--- config.mk ---
export PLATFORM = sky130hd
export DESIGN_NAME = board_rst_sequencer
export DESIGN_NICKNAME = d
export VERILOG_FILES = /design/src/rtl/board_rst_sequencer.sv
export SDC_FILE = /design/constraint.sdc
export NUM_CORES = 1
export LEC_CHECK = 0
export CORE_MARGIN = 2
export CORE_UTILIZATION = 43
export DETAILED_ROUTE_END_ITERATION = 6
export PLACE_DENSITY = 0.71
export REMOVE_ABC_BUFFERS = 1
export SLEW_MARGIN = 20
export SYNTH_ARGS = -nofsm -noshare
export SYNTH_HDL_FRONTEND = slang
export SYNTH_SLANG_ARGS = --single-unit
--- constraint.sdc ---
create_clock -name clk_i -period 2.94 [get_ports clk_i]
set_input_delay 0.441 -clock clk_i [delete_from_list [all_inputs] [get_ports clk_i]]
set_output_delay 0.441 -clock clk_i [all_outputs]
set_load 0.005 [all_outputs]
--- src/rtl/board_rst_sequencer.sv ---
// Board power-up/reset sequencer: debounces the reset button, waits for PLL lock and DDR calibration,
// then releases Ethernet, peripheral and core resets in order. Optional calibration watchdog: RST_SEQ_CAL_TIMEOUT_EN.
module board_rst_sequencer #(
    parameter int DEBOUNCE_CYCLES    = 100000,
    parameter int ETH_RST_CYCLES     = 1000,
    parameter int SETTLE_CYCLES      = 500,
    parameter int NDM_MIN_CYCLES     = 16,
    parameter int CAL_TIMEOUT_CYCLES = 10000000
) (
    input  logic       clk_i,
    input  logic       rst_ni,
    input  logic       button_ni,
    input  logic       pll_locked_i,
    input  logic       ddr_calib_done_i,
    input  logic       ndmreset_i,
    output logic       eth_rst_no,
    output logic       sd_reset_o,
    output logic       periph_rst_no,
    output logic       core_rst_no,
    output logic       calib_timeout_o,
    output logic [2:0] state_o
);

    typedef enum logic [2:0] {
        S_HOLD     = 3'd0,
        S_WAIT_CAL = 3'd1,
        S_ETH_RST  = 3'd2,
        S_SETTLE   = 3'd3,
        S_RUN      = 3'd4,
        S_CORE_RST = 3'd5
    } state_e;

    function automatic int max2(input int a, input int b);
        return (a > b) ? a : b;
    endfunction

    localparam int CNT_BASE = max2(max2(ETH_RST_CYCLES, SETTLE_CYCLES), NDM_MIN_CYCLES);
`ifdef RST_SEQ_CAL_TIMEOUT_EN
    localparam int CNT_LIMIT = max2(CNT_BASE, CAL_TIMEOUT_CYCLES);
`else
    localparam int CNT_LIMIT = CNT_BASE;
`endif
    localparam int CNT_W = (CNT_LIMIT > 1) ? $clog2(CNT_LIMIT) : 1;
    localparam logic [CNT_W-1:0] CNT_SAT = CNT_W'(CNT_LIMIT - 1);
    localparam int DB_W = (DEBOUNCE_CYCLES > 1) ? $clog2(DEBOUNCE_CYCLES) : 1;

    if (DEBOUNCE_CYCLES < 1 || ETH_RST_CYCLES < 1 || SETTLE_CYCLES < 1 ||
        NDM_MIN_CYCLES < 1 || CAL_TIMEOUT_CYCLES < 1) begin : g_bad_param
        $error("board_rst_sequencer: all cycle parameters must be >= 1");
    end

    // Synchronizers reset to 0, so the button reads as pressed until it has been seen released.
    logic [1:0] btn_sync_q, pll_sync_q, cal_sync_q;
    logic       btn_s, pll_s, cal_s;

    always_ff @(posedge clk_i or negedge rst_ni) begin
        if (!rst_ni) begin
            btn_sync_q <= 2'b00;
            pll_sync_q <= 2'b00;
            cal_sync_q <= 2'b00;
        end else begin
            btn_sync_q <= {btn_sync_q[0], button_ni};
            pll_sync_q <= {pll_sync_q[0], pll_locked_i};
            cal_sync_q <= {cal_sync_q[0], ddr_calib_done_i};
        end
    end

    assign btn_s = btn_sync_q[1];
    assign pll_s = pll_sync_q[1];
    assign cal_s = cal_sync_q[1];

    logic            db_q, db_d;
    logic [DB_W-1:0] db_cnt_q, db_cnt_d;

    always_comb begin
        db_d     = db_q;
        db_cnt_d = '0;
        if (btn_s != db_q) begin
            if (db_cnt_q == DB_W'(DEBOUNCE_CYCLES - 1)) begin
                db_d = btn_s;
            end else begin
                db_cnt_d = db_cnt_q + DB_W'(1);
            end
        end
    end

    always_ff @(posedge clk_i or negedge rst_ni) begin
        if (!rst_ni) begin
            db_q     <= 1'b0;
            db_cnt_q <= '0;
        end else begin
            db_q     <= db_d;
            db_cnt_q <= db_cnt_d;
        end
    end

    state_e           state_q, state_d;
    logic [CNT_W-1:0] cnt_q, cnt_d;
    logic             abort;
    logic             late_state;
`ifdef RST_SEQ_CAL_TIMEOUT_EN
    logic             timeout_set;
`endif

    assign late_state = (state_q == S_ETH_RST) || (state_q == S_SETTLE) ||
                        (state_q == S_RUN) || (state_q == S_CORE_RST);
    assign abort      = !db_q || !pll_s || (late_state && !cal_s);

    always_comb begin
        state_d = state_q;
`ifdef RST_SEQ_CAL_TIMEOUT_EN
        timeout_set = 1'b0;
`endif
        if (abort) begin
            state_d = S_HOLD;
        end else begin
            case (state_q)
                S_HOLD:     state_d = S_WAIT_CAL;
                S_WAIT_CAL: begin
                    if (cal_s) begin
                        state_d = S_ETH_RST;
`ifdef RST_SEQ_CAL_TIMEOUT_EN
                    end else if (cnt_q == CNT_W'(CAL_TIMEOUT_CYCLES - 1)) begin
                        state_d     = S_HOLD;
                        timeout_set = 1'b1;
`endif
                    end
                end
                S_ETH_RST:  if (cnt_q == CNT_W'(ETH_RST_CYCLES - 1)) state_d = S_SETTLE;
                S_SETTLE:   if (cnt_q == CNT_W'(SETTLE_CYCLES - 1)) state_d = S_RUN;
                S_RUN:      if (ndmreset_i) state_d = S_CORE_RST;
                S_CORE_RST: if (!ndmreset_i && cnt_q >= CNT_W'(NDM_MIN_CYCLES - 1)) state_d = S_RUN;
                default:    state_d = S_HOLD;
            endcase
        end
        // Shared counter restarts on every transition and saturates so long waits never wrap.
        if (state_d != state_q) begin
            cnt_d = '0;
        end else if (cnt_q == CNT_SAT) begin
            cnt_d = cnt_q;
        end else begin
            cnt_d = cnt_q + CNT_W'(1);
        end
    end

    logic eth_d, sd_d, periph_d, core_d;

    always_comb begin
        eth_d    = 1'b0;
        sd_d     = 1'b1;
        periph_d = 1'b0;
        core_d   = 1'b0;
        case (state_d)
            S_SETTLE:   begin eth_d = 1'b1; sd_d = 1'b0; periph_d = 1'b1; end
            S_RUN:      begin eth_d = 1'b1; sd_d = 1'b0; periph_d = 1'b1; core_d = 1'b1; end
            S_CORE_RST: begin eth_d = 1'b1; sd_d = 1'b0; periph_d = 1'b1; end
            default:    ;
        endcase
    end

    always_ff @(posedge clk_i or negedge rst_ni) begin
        if (!rst_ni) begin
            state_q       <= S_HOLD;
            cnt_q         <= '0;
            eth_rst_no    <= 1'b0;
            sd_reset_o    <= 1'b1;
            periph_rst_no <= 1'b0;
            core_rst_no   <= 1'b0;
        end else begin
            state_q       <= state_d;
            cnt_q         <= cnt_d;
            eth_rst_no    <= eth_d;
            sd_reset_o    <= sd_d;
            periph_rst_no <= periph_d;
            core_rst_no   <= core_d;
        end
    end

`ifdef RST_SEQ_CAL_TIMEOUT_EN
    logic timeout_q;

    always_ff @(posedge clk_i or negedge rst_ni) begin
        if (!rst_ni) begin
            timeout_q <= 1'b0;
        end else if (timeout_set) begin
            timeout_q <= 1'b1;
        end
    end

    assign calib_timeout_o = timeout_q;
`else
    assign calib_timeout_o = 1'b0;
`endif

    assign state_o = state_q;

endmodule

# ---- Word-level counts from Yosys, hierarchy flattened
# Index checks and enable logic that the tools add are counted.
dict set report word_totals {
  reg_bits 40
  input_bits 6
  out_inout_bits 8
}
dict set report op_classes {
  n_reduce_logical 14
  n_lt_le_gt_ge 1
  addsub 2
  eq_ne 14
  n_mux 14
}
# cell n
set ops {}
lappend ops {{$mux 17} 2}
lappend ops {{$mux 10} 2}
lappend ops {{$mux 3} 6}
lappend ops {{$pmux 3 s6} 1}
lappend ops {{$add 17x1->17 const B} 1}
lappend ops {{$eq 17x17->1 const B} 1}
lappend ops {{$eq 3x3->1 const B} 4}
lappend ops {{$add 10x1->10 const B} 1}
lappend ops {{$eq 10x10->1 const B} 1}
lappend ops {{$eq 10x9->1 const B} 1}
lappend ops {{$ge 10x4->1 const B} 1}
lappend ops {{$eq 3x2->1 const B} 3}
lappend ops {{$logic_or 1x1->1} 5}
lappend ops {{$logic_not 1->1} 4}
lappend ops {{$eq 3x1->1 const B} 1}
lappend ops {{$logic_not 3->1} 1}
lappend ops {{$mux 1} 3}
lappend ops {{$ne 3x3->1} 1}
lappend ops {{$reduce_or 3->1} 1}
lappend ops {{$logic_and 1x1->1} 2}
lappend ops {{$ne 2x1->1 const B} 1}
lappend ops {{$reduce_and 2->1} 1}
lappend ops {{$ne 1x1->1} 1}

# ---- Depth between registers and ports, before layout
# Gate-level depths: netlist of the first run.
dict set report depth {
  depth_word 10
  mapped_depth 7
  ltp_nobuf 6
}

# ---- Worst setup path before layout of the first run
# Ideal clock, no wire load.
dict set report synth_timing {
  path_type {register -> register}
  from {register cnt_q[3]}
  to {register cnt_q[1]}
  setup_ns 0.140
  path_slack_ns 0.987
  t_required_ns 2.800
  arrival_time_ns 1.814
  path_stages_with_launch 7
  n_path_buf 1
  period_less_slack_ns 1.953
  cell_sequence {dfrtp_1 -> buf_6 -> or3b_4 -> or2_0 -> o32a_1 -> o311ai_4 -> nor3b_1}
}
dict set report synth_between {
  elab_chain_len 7
  word_cells_on_any_way 12
}
# element line_no
set synth_rtl {}
lappend synth_rtl {{start, declared} 98} ;# logic [CNT_W-1:0] cnt_q, cnt_d;
lappend synth_rtl {{start signal, assigned} 171} ;# cnt_q <= cnt_d;
lappend synth_rtl {{$ge 10x4->1} 132} ;# S_CORE_RST: if (!ndmreset_i && cnt_q >= CNT_W'(NDM_MIN_CYCLES - 1)) state_d = S_RUN;
lappend synth_rtl {{$logic_and 1x1->1} 132}
lappend synth_rtl {{$mux 3} 132}
lappend synth_rtl {{$pmux 3 s6} 117} ;# case (state_q)
lappend synth_rtl {{$mux 3} 114} ;# if (abort) begin
lappend synth_rtl {{$ne 3x3->1} 137} ;# if (state_d != state_q) begin
lappend synth_rtl {{$ne 2x1->1 (no source line) or $mux 10 (tied branches)} -}
# Several ways; a longest one is shown, not always the timed one.
# A chain may end at the register's enable or synchronous reset.

# ---- Worst setup path after layout of the first run
dict set report layout_timing {
  from {register cnt_q[3]}
  to {register cnt_q[6]}
}
# Same word-level chain as after synthesis.

==> results of run 1 <==
through the flow:
| stage | area (um^2) | power [mW] |
|---|---|---|
| after floorplan | 1940 | 0.584 |
| after global placement | 2120 | 0.604 |
| after detailed placement | 2120 | 0.604 |
| after CTS | 2200 | 0.940 |
| after global routing | 2200 | 0.971 |
| final | 2200 | 0.926 |
cell usage after synthesis, drive strengths merged (2+ instances only):
cell type   n
and4        3
o21ai       2
o21a        2
clkbuf      5
nor4        4
nand3b      2
nor2       36
nor3        6
xor2       14
a21oi       4
nor2b       3
inv         2
or2         3
ha          2
dfrtp      39
xnor2      10
and2        2
nor3b       3
and3        3
nand4       6
o22ai       2
buf         3
nand2      21
mux2i       2
nand2b      3
nand3       6
power by group:
part	switching, mW	total (mW)	internal [mW]
clock	0.173	0.334	0.161
sequential	0.00611	0.564	0.558
combinational	0.0181	0.0286	0.0105
cell usage in the layout, fill, tap and decap left out, types with 2 or more instances in the layout:
cell and count:
o21a_1 2, dfrtp_1 39, nand3b_1 2, and4_1 3
xnor2_1 10, o21ai_0 2, clkdlybuf4s50_1 11, nor2b_1 3
nor4_1 4, and3_1 3, xor2_1 14, nor3b_1 3
a21oi_1 4, nor3_1 6, ha_1 2, and2_1 2
nand4_1 6, clkbuf_8 5, mux2i_1 2, nand2_1 21
nand2b_1 3, inv_1 2, nor2_1 36, nand3_1 6
o22ai_1 2
kinds of logic after synthesis:
group,after synthesis
flops,40
xor+xnor,24
buf+inv,10
fa+ha+maj,2
simple gates,104
compound gates,18
other cells,1
mux,3
area by class of cell:
class / count / area [um^2]
fill: 406 / 2210
sequential: 40 / 1000
multi-input combinational: 152 / 935
timing repair buffer: 12 / 115
clock buffer: 6 / 72.6
tap: 52 / 65.1
inverter: 2 / 7.51
clock inverter: 1 / 5.00
state kept, by name, indices dropped and copies added (netlist names):
name and count:
state_o 3, sd_reset_o 1, cnt_q 10, btn_sync_q 2, core_rst_no 1, cal_sync_q 2, periph_rst_no 1, db_cnt_q 17
db_q 1, pll_sync_q 2
per-layer routing:
layer | GRT usage [%] | up-vias | part of all wire (%)
met5 | 0 | - | 0
met4 | 5.03 | 0 | 1.5
met3 | 4.31 | 6 | 4.0
met2 | 24.0 | 26 | 46
met1 | 21.1 | 669 | 48
li1 | - | 712 | -
worst max-delay path, cell delays in order (launching register included):
cell and delay, ns:
dfrtp_1 0.47, or3b_4 0.41, or2_0 0.23, o32a_1 0.33
o311ai_4 0.45, nor2_1 0.11
path summary, 6_finish.rpt:
path / start / to / slack (ns) / depth (start not counted)
max in group asynchronous: rst_ni / cnt_q[7] / 2.16 / 1
worst min-delay path: rst_ni / db_cnt_q[1] / 0.25 / 1
worst min register to register: btn_sync_q[0] / btn_sync_q[1] / 0.35 / 0
worst max register to register: cnt_q[3] / cnt_q[6] / 0.81 / 5
min in group clk_i: btn_sync_q[0] / btn_sync_q[1] / 0.35 / 0
worst max-delay path: cnt_q[3] / cnt_q[6] / 0.81 / 5
==> flow_metrics.py, run 1 <==
metrics = {
    "worst_hold_path": {
        "hp-class": "in2async",
    },
    "cts": {
        "clock_sinks": 40,
        "clk_latency_ns": 0.29,
        "htree_levels": 2,
        "cts_tree": "yes",
        "root_buffer": "clkbuf_8",
        "total_cts_buffers": 5,
        "clk_path_buf_depth": 2,
        "worst_setup_hold_path_clk_slew_ns": 0.08,
        "cts_post_setup_buffers_inserted": 0,
        "post_cts_hold_buffer_count": 0,
        "post_cts_resize_count": 0,
    },
    "logic_synthesis": {
        "synth_top_area_share_pct": 49.1,
        "netlist_area_mm2": 0.00199,
        "portion_of_netlist_area_occupied_by_mux_cells_pct": 1.57,
        "ys_ff_latch": 40,
        "synth_top_cell_by_area": "dfrtp_1",
        "sequential_to_total_area_share_from_yosys_stat_pct": 50.4,
        "syn_inst": 202,
        "synth_top_family_by_area": "simple AND/OR/NAND/NOR gates",
        "synth-edff-count": 0,
        "compound_cell_area_share_of_the_yosys_netlist_pct": 7.30,
        "postSynthAreaPerCell_um2": 9.85,
        "synth_flop_cell": "dfrtp_1",
        "synth-simple-area-share_pct": 26.1,
        "yosysUniqueCellTypes": 43,
        "postSynth.asyncResetShare_pct": 100,
        "synth.yosys.warnings": 0,
        "synth_top_cells_by_area": "dfrtp_1 49%, nor2_1 6.8%, xor2_1 6.2%",
        "post_synth_fa_ha_maj_area_fraction_pct": 1.26,
        "synth_xor_xnor_area_share_pct": 10.6,
    },
    "global_route": {
        "grt_antenna_before_repair": 0,
        "grt_util_all_layers_pct": 15.4,
        "grt_pass1_wl_um": 6380,
        "grt-ovfl-total": 0,
        "pin_count_of_the_biggest_net_entering_global_routing": 41,
        "grt_pass1_vias": 1449,
    },
    "worst_setup_path": {
        "crit_type": "reg2reg",
        "crit_fanout": 10,
        "worstSetupStartpointType": "flop",
        "worstPathArrival_ns": 2.28,
        "kind_of_capture_point_of_the_worst_setup_path": "flop",
        "worst-endpoint-required_ns": 3.09,
    },
    "cells_and_area": {
        "layout.nets": 221,
        "syn_to_final_growth_pct": 10.7,
        "insertedDiodeCount": 0,
        "finish.utilization_pct": 49.9,
        "post_route_cells_drive_above_1_share_pct": 6.57,
        "final-instance-count-excl-fill": 265,
    },
    "timing": {
        "post-route-min-period_ns": 2.13,
        "finalHoldViolations": 0,
        "slew_at_the_pin_closest_to_its_max_slew_limit_ns": 0.833,
        "timing.setup.tns_ns": 0,
        "maximum_operating_frequency_mhz": 470,
        "max_slew_vio_count": 0,
        "timing.final.crit_share_pct": 72.4,
        "setup_repair_after_global_routing_missed_its_margin": "no",
        "final-setup-viol-count": 0,
        "clock_skew_ns": 0.0100,
        "timing.hold.ws_ns": 0.253,
        "worst_slew_margin_rel_pct": 44.4,
        "setup_slack_ns": 0.810,
    },
    "place": {
        "hpwlAfterDp_um": 2320,
        "finalWeightedCongestion": 0.806,
        "numPlacedInstances": 258,
        "port_buffers": 12,
        "pre_cts_slack_ns": 0.824,
    },
    "floorplanning": {
        "design.die.area_mm2": 0.00519,
        "coreArea_mm2": 0.00441,
        "floorplan.initialDensity_pct": 45.1,
        "io-pin-count": 14,
        "die_y_um": 72.0,
        "count_of_standard_cell_rows": 24,
        "chip_width_um": 72.0,
    },
    "routing": {
        "drt_wl_total_um": 3260,
        "vias_after_detailed_routing": 1413,
        "viasPerCell": 5.33,
        "drt_iter0_drcs": 104,
        "post_drt_wl_per_cell_um": 12.3,
        "drt_drc_violations_left": 0,
        "drt_pre_antenna_iters": 4,
        "postRouteAntennaNets": 0,
    },
    "power_and_ir_drop": {
        "leakagePower_nw": 0.961,
        "power.density_cell_area_mw_per_mm2": 421,
        "vdd_ir_drop_max_uv": 232,
    },
    "flow_run": {
        "maxCapViolCount": 0,
    },
    "outcome": {
        "outcome": "finished, final reports clean",
    },
}
(Power assumes the default switching activity.)
==> inputs of run 2 (changes only) <==
==> constraint.sdc (replaced) <==
create_clock -name clk_i -period 2 [get_ports clk_i]
set_input_delay 0.3 -clock clk_i [delete_from_list [all_inputs] [get_ports clk_i]]
set_output_delay 0.3 -clock clk_i [all_outputs]
set_load 0.005 [all_outputs]
==> flow_metrics.py, run 2 (synthesized netlist as in run 1, its figures left out) <==
metrics = {
    "worst_setup_path": {
        "worst-endpoint-required_ns": 2.17,
        "crit_chain": "or3b_4 > or2_1 > o32a_1 > o311ai_4 > buf_6 > nor3b_1",
        "crit_fanout": 10,
        "worstSetupStartpointType": "flop",
        "worstPathBufferInverterCount": 1,
        "cp_slowest_cell": "or3b_4",
        "crit_type": "reg2reg",
        "worstPathArrival_ns": 2.15,
        "worst_path_largest_cell_delay_ns": 0.40,
        "kind_of_capture_point_of_the_worst_setup_path": "flop",
        "path_delay_family": "simple AND/OR/NAND/NOR gates",
    },
    "cts": {
        "htree_levels": 2,
        "post_cts_hold_buffer_count": 0,
        "root_buffer": "clkbuf_8",
        "cts_post_setup_buffers_inserted": 0,
        "worst_setup_hold_path_clk_slew_ns": 0.08,
        "cts_tree": "yes",
        "clock_sinks": 40,
        "clk_path_buf_depth": 2,
        "clk_latency_ns": 0.29,
        "total_cts_buffers": 5,
    },
    "cells_and_area": {
        "post_route_cells_drive_above_1_share_pct": 13.2,
        "most-common-layout-cells": "39 x dfrtp_1, 35 x nor2_1, 21 x nand2_1",
        "insertedDiodeCount": 0,
        "final-instance-count-excl-fill": 279,
        "largest-register": "db_cnt_q",
        "layout.nets": 234,
        "fillCellCount": 382,
        "finish.utilization_pct": 53.0,
        "largest_register_ff_count": 17,
        "mostFrequentLayoutCell": "dfrtp_1",
        "syn_to_final_growth_pct": 17.6,
    },
    "routing": {
        "vias_after_detailed_routing": 1470,
        "drt_iter0_drcs": 78,
        "drt_pre_antenna_iters": 4,
        "viasPerCell": 5.27,
        "postRouteAntennaNets": 0,
        "drt_drc_violations_left": 0,
        "drt_wl_total_um": 3540,
        "post_drt_wl_per_cell_um": 12.7,
    },
    "timing": {
        "maximum_operating_frequency_mhz": 505,
        "timing.final.crit_share_pct": 99.0,
        "max_slew_vio_count": 0,
        "finalHoldViolations": 0,
        "setup_repair_after_global_routing_missed_its_margin": "yes",
        "timing.setup.tns_ns": 0,
        "timing.hold.ws_ns": 0.0543,
        "final-setup-viol-count": 0,
        "post-route-min-period_ns": 1.98,
        "clock_skew_ns": 0.0105,
    },
    "floorplanning": {
        "count_of_standard_cell_rows": 24,
        "die_y_um": 72.0,
        "io-pin-count": 14,
        "chip_width_um": 72.0,
        "floorplan.initialDensity_pct": 45.1,
        "design.die.area_mm2": 0.00519,
        "coreArea_mm2": 0.00441,
    },
    "global_route": {
        "grt-ovfl-total": 0,
        "grt_util_all_layers_pct": 15.3,
        "grt_antenna_before_repair": 0,
        "pin_count_of_the_biggest_net_entering_global_routing": 41,
        "grt_pass1_wl_um": 6310,
        "grt_pass1_vias": 1444,
    },
    "place": {
        "finalWeightedCongestion": 0.864,
        "port_buffers": 12,
        "numPlacedInstances": 271,
        "hpwlAfterDp_um": 2520,
    },
    "power_and_ir_drop": {
        "power.density_cell_area_mw_per_mm2": 653,
        "leakagePower_nw": 1.04,
        "vdd_ir_drop_max_uv": 353,
        "post-layout-total-power_mw": 1.53,
    },
    "flow_run": {
        "maxCapViolCount": 0,
    },
    "worst_hold_path": {
        "hp-class": "in2async",
    },
    "outcome": {
        "outcome": "finished, final reports clean",
    },
}
run 2: metrics by stage:
step           setup WS (ns)  cell area, um^2
4_1_cts             0.000426             2330
3_3_place_gp           0.104             2220
5_1_grt              -0.0422             2340
2_1_floorplan         0.0770             1940
3_5_place_dp          0.0237             2220
6_report              0.0210             2340
run 2: worst reg2reg max path: stages (launching register included):
cell	delay, ns
dfrtp_1	0.39
or3b_4	0.40
or2_1	0.24
o32a_1	0.34
o311ai_4	0.25
buf_6	0.19
nor3b_1	0.06
run 2: area by class of cell:
| cell class | count | area (um^2) | area share (%) |
|---|---|---|---|
| Timing Repair Buffer | 25 | 216 | 9.25 |
| Tap cell | 52 | 65.1 | 2.78 |
| Clock buffer | 5 | 68.8 | 2.94 |
| Clock inverter | 3 | 42.5 | 1.82 |
| Inverter | 2 | 7.51 | 0.321 |
| Multi-Input combinational cell | 152 | 937 | 40.1 |
| Sequential cell | 40 | 1000 | 42.8 |
run 2: repair_timing:
| action | in CTS | in global routing |
|---|---|---|
| endpoints found under the setup margin | 0 | 10 |
| hold endpoints to repair | 0 | 0 |
| gates resized for setup | 0 | 3 |
run 2: path summary, 6_finish.rpt:
kind                                     from            end  slack [ns]  cells past startpoint
worst min register to register  btn_sync_q[0]  btn_sync_q[1]        0.35                      0
min in group clk_i              btn_sync_q[0]  btn_sync_q[1]        0.35                      0
worst max-delay path                 cnt_q[4]       cnt_q[1]        0.02                      6
worst min-delay path                   rst_ni   db_cnt_q[15]        0.05                      2
worst max register to register       cnt_q[4]       cnt_q[1]        0.02                      6
max in group asynchronous              rst_ni     sd_reset_o        1.59                      2
run 2: power breakdown:
| group | leakage [nW] | total [mW] | switching (mW) | internal, mW |
|---|---|---|---|---|
| Sequential | 0.529 | 0.828 | 0.00887 | 0.819 |
| Combinational | 0.456 | 0.0468 | 0.0276 | 0.0192 |
| Clock | 0.0541 | 0.652 | 0.283 | 0.369 |
| Total | 1.04 | 1.53 | 0.319 | 1.21 |
run 2: routing by layer:
layer,routed length [um],track usage (%),up-vias
li1,-,-,736
met1,1720,20.9,706
met2,1690,24.4,26
met3,102,3.75,2
met4,27,4.61,0
met5,0,0,-
==> inputs of run 3 (changes only) <==
--- a/config.mk
+++ b/config.mk
@@ -6,9 +6,9 @@
 export NUM_CORES = 1
 export LEC_CHECK = 0
 export CORE_MARGIN = 2
-export CORE_UTILIZATION = 43
+export CORE_UTILIZATION = 56
 export DETAILED_ROUTE_END_ITERATION = 6
-export PLACE_DENSITY = 0.71
+export PLACE_DENSITY = 0.86
 export REMOVE_ABC_BUFFERS = 1
 export SLEW_MARGIN = 20
 export SYNTH_ARGS = -nofsm -noshare
==> flow_metrics.py, run 3 (synthesized netlist as in run 1, its figures left out) <==
metrics = {
    "floorplanning": {
        "die_y_um": 63.6,
        "coreArea_mm2": 0.00336,
        "io-pin-count": 14,
        "chip_width_um": 63.6,
        "floorplan.initialDensity_pct": 59.2,
        "design.die.area_mm2": 0.00404,
        "count_of_standard_cell_rows": 21,
    },
    "cells_and_area": {
        "post_route_cells_drive_above_1_share_pct": 12.3,
        "layout.nets": 234,
        "most-common-layout-cells": "39 x dfrtp_1, 36 x nor2_1, 21 x nand2_1",
        "finish.utilization_pct": 68.5,
        "final-instance-count-excl-fill": 273,
        "insertedDiodeCount": 0,
        "largest_register_ff_count": 17,
        "fillCellCount": 284,
        "mostFrequentLayoutCell": "dfrtp_1",
        "layout.area.seq_mm2": 0.00100,
        "largest-register": "db_cnt_q",
        "multiInputGateArea_um2": 935,
        "syn_to_final_growth_pct": 15.8,
    },
    "routing": {
        "drt_iter0_drcs": 56,
        "drt_drc_violations_left": 0,
        "postRouteAntennaNets": 0,
        "drt_wl_total_um": 3790,
        "vias_after_detailed_routing": 1514,
        "drt_pre_antenna_iters": 4,
        "viasPerCell": 5.55,
        "post_drt_wl_per_cell_um": 13.9,
    },
    "worst_setup_path": {
        "worst_r2r_endpoint": "cnt_q[1]",
        "crit_type": "reg2reg",
        "kind_of_capture_point_of_the_worst_setup_path": "flop",
        "worst-endpoint-required_ns": 2.21,
        "regToRegStartpoint": "cnt_q[4]",
        "worstPathArrival_ns": 2.20,
        "worstSetupStartpointType": "flop",
        "crit_fanout": 10,
        "timing.reg2reg.setup_slack_ns": 0.007,
        "ff2ff_path_depth": 6,
    },
    "power_and_ir_drop": {
        "power.density_cell_area_mw_per_mm2": 598,
        "share_comb_of_total_power_pct": 3.3,
        "share_seq_of_total_power_pct": 60.2,
        "p_switching_mw": 0.279,
        "design_internal_power_mw": 1.10,
        "leakagePower_nw": 1.03,
        "switching_share_pct": 20.2,
        "share_clk_of_total_power_pct": 36.5,
        "vdd_ir_drop_max_uv": 507,
    },
    "flow_run": {
        "maxCapViolCount": 0,
    },
    "cts": {
        "total_cts_buffers": 5,
        "post_cts_hold_buffer_count": 0,
        "cts_post_setup_buffers_inserted": 0,
        "worst_setup_hold_path_clk_slew_ns": 0.12,
        "clock_sinks": 40,
        "clk_path_buf_depth": 2,
        "htree_levels": 2,
        "cts_tree": "yes",
        "clk_latency_ns": 0.33,
        "root_buffer": "clkbuf_4",
    },
    "global_route": {
        "grt_antenna_before_repair": 0,
        "pin_count_of_the_biggest_net_entering_global_routing": 41,
        "grt_pass1_wl_um": 6980,
        "grt-ovfl-total": 0,
        "grt_util_all_layers_pct": 22.1,
        "grt_pass1_vias": 1527,
    },
    "worst_hold_path": {
        "hp-class": "in2async",
    },
    "timing": {
        "final-setup-viol-count": 0,
        "clock_skew_ns": 0.0166,
        "timing.final.crit_share_pct": 99.6,
        "post-route-min-period_ns": 1.99,
        "setup_repair_after_global_routing_missed_its_margin": "yes",
        "maximum_operating_frequency_mhz": 502,
        "finalHoldViolations": 0,
        "max_slew_vio_count": 0,
    },
    "outcome": {
        "outcome": "finished, final reports clean",
    },
    "place": {
        "hpwlAfterDp_um": 2780,
        "port_buffers": 12,
        "finalWeightedCongestion": 0.882,
        "numPlacedInstances": 265,
    },
}
==> run 3: repair_timing <==
action                     CTS  global route
gates resized for setup      0             1
hold endpoints to repair     0             0
setup endpoints to repair    0            10
==> run 3: cell type report <==
| cell class | instances | area share (%) |
|---|---|---|
| clock buffer | 6 | 1.79 |
| clock inverter | 2 | 1.52 |
| inverter | 2 | 0.326 |
| multi-input combinational | 152 | 40.6 |
| sequential | 40 | 43.5 |
| tap | 46 | 2.50 |
| timing repair buffer | 25 | 9.78 |
==> run 3: metal layers <==
| metal | wire [um] | track usage, % |
|---|---|---|
| met5 | 0 | 0 |
| met3 | 143 | 4.46 |
| met1 | 1680 | 29.2 |
| met2 | 1910 | 37.2 |
| met4 | 59 | 5.43 |
==> run 3: worst max-delay path by stage <==
stage	cells past startpoint	slack [ns]	start	to
2_1_floorplan	5	0.08	cnt_q[4]	cnt_q[1]
3_3_place_gp	6	0.11	cnt_q[4]	cnt_q[1]
3_5_place_dp	6	0.06	cnt_q[4]	cnt_q[1]
4_1_cts	6	0.02	cnt_q[4]	cnt_q[1]
5_1_grt	6	-0.05	cnt_q[4]	cnt_q[1]
6_report	6	0.007	cnt_q[4]	cnt_q[1]
==> run 3: power by group through the flow <==
| stage | Clock (mW) | Sequential, mW | Combinational (mW) |
|---|---|---|---|
| 3_5_place_dp | 0 | 0.844 | 0.0467 |
| 6_report | 0.504 | 0.829 | 0.0456 |
| 5_1_grt | 0.549 | 0.831 | 0.0531 |
| 4_1_cts | 0.516 | 0.829 | 0.0468 |
| 3_3_place_gp | 0 | 0.843 | 0.0457 |
| 2_1_floorplan | 0 | 0.842 | 0.0163 |
==> run 3: stage by stage <==
step           setup slack, ns  hold slack [ns]  setup TNS [ns]  cell area [um^2]  power [mW]
2_1_floorplan           0.0770          0.00441               0              1940       0.858
3_3_place_gp             0.113            0.333               0              2230       0.889
3_5_place_dp            0.0637            0.350               0              2230       0.891
4_1_cts                 0.0170           0.0112               0              2300        1.39
5_1_grt                -0.0536           0.0424          -0.365              2300        1.43
6_report               0.00746          0.00441               0              2300        1.38
==> run 3: worst max-delay path, cell delays in order (launching register included) <==
cell	delay [ns]
dfrtp_1	0.40
or3b_4	0.41
or2_1	0.23
o32a_1	0.32
o311ai_4	0.30
buf_12	0.17
nor3b_1	0.05
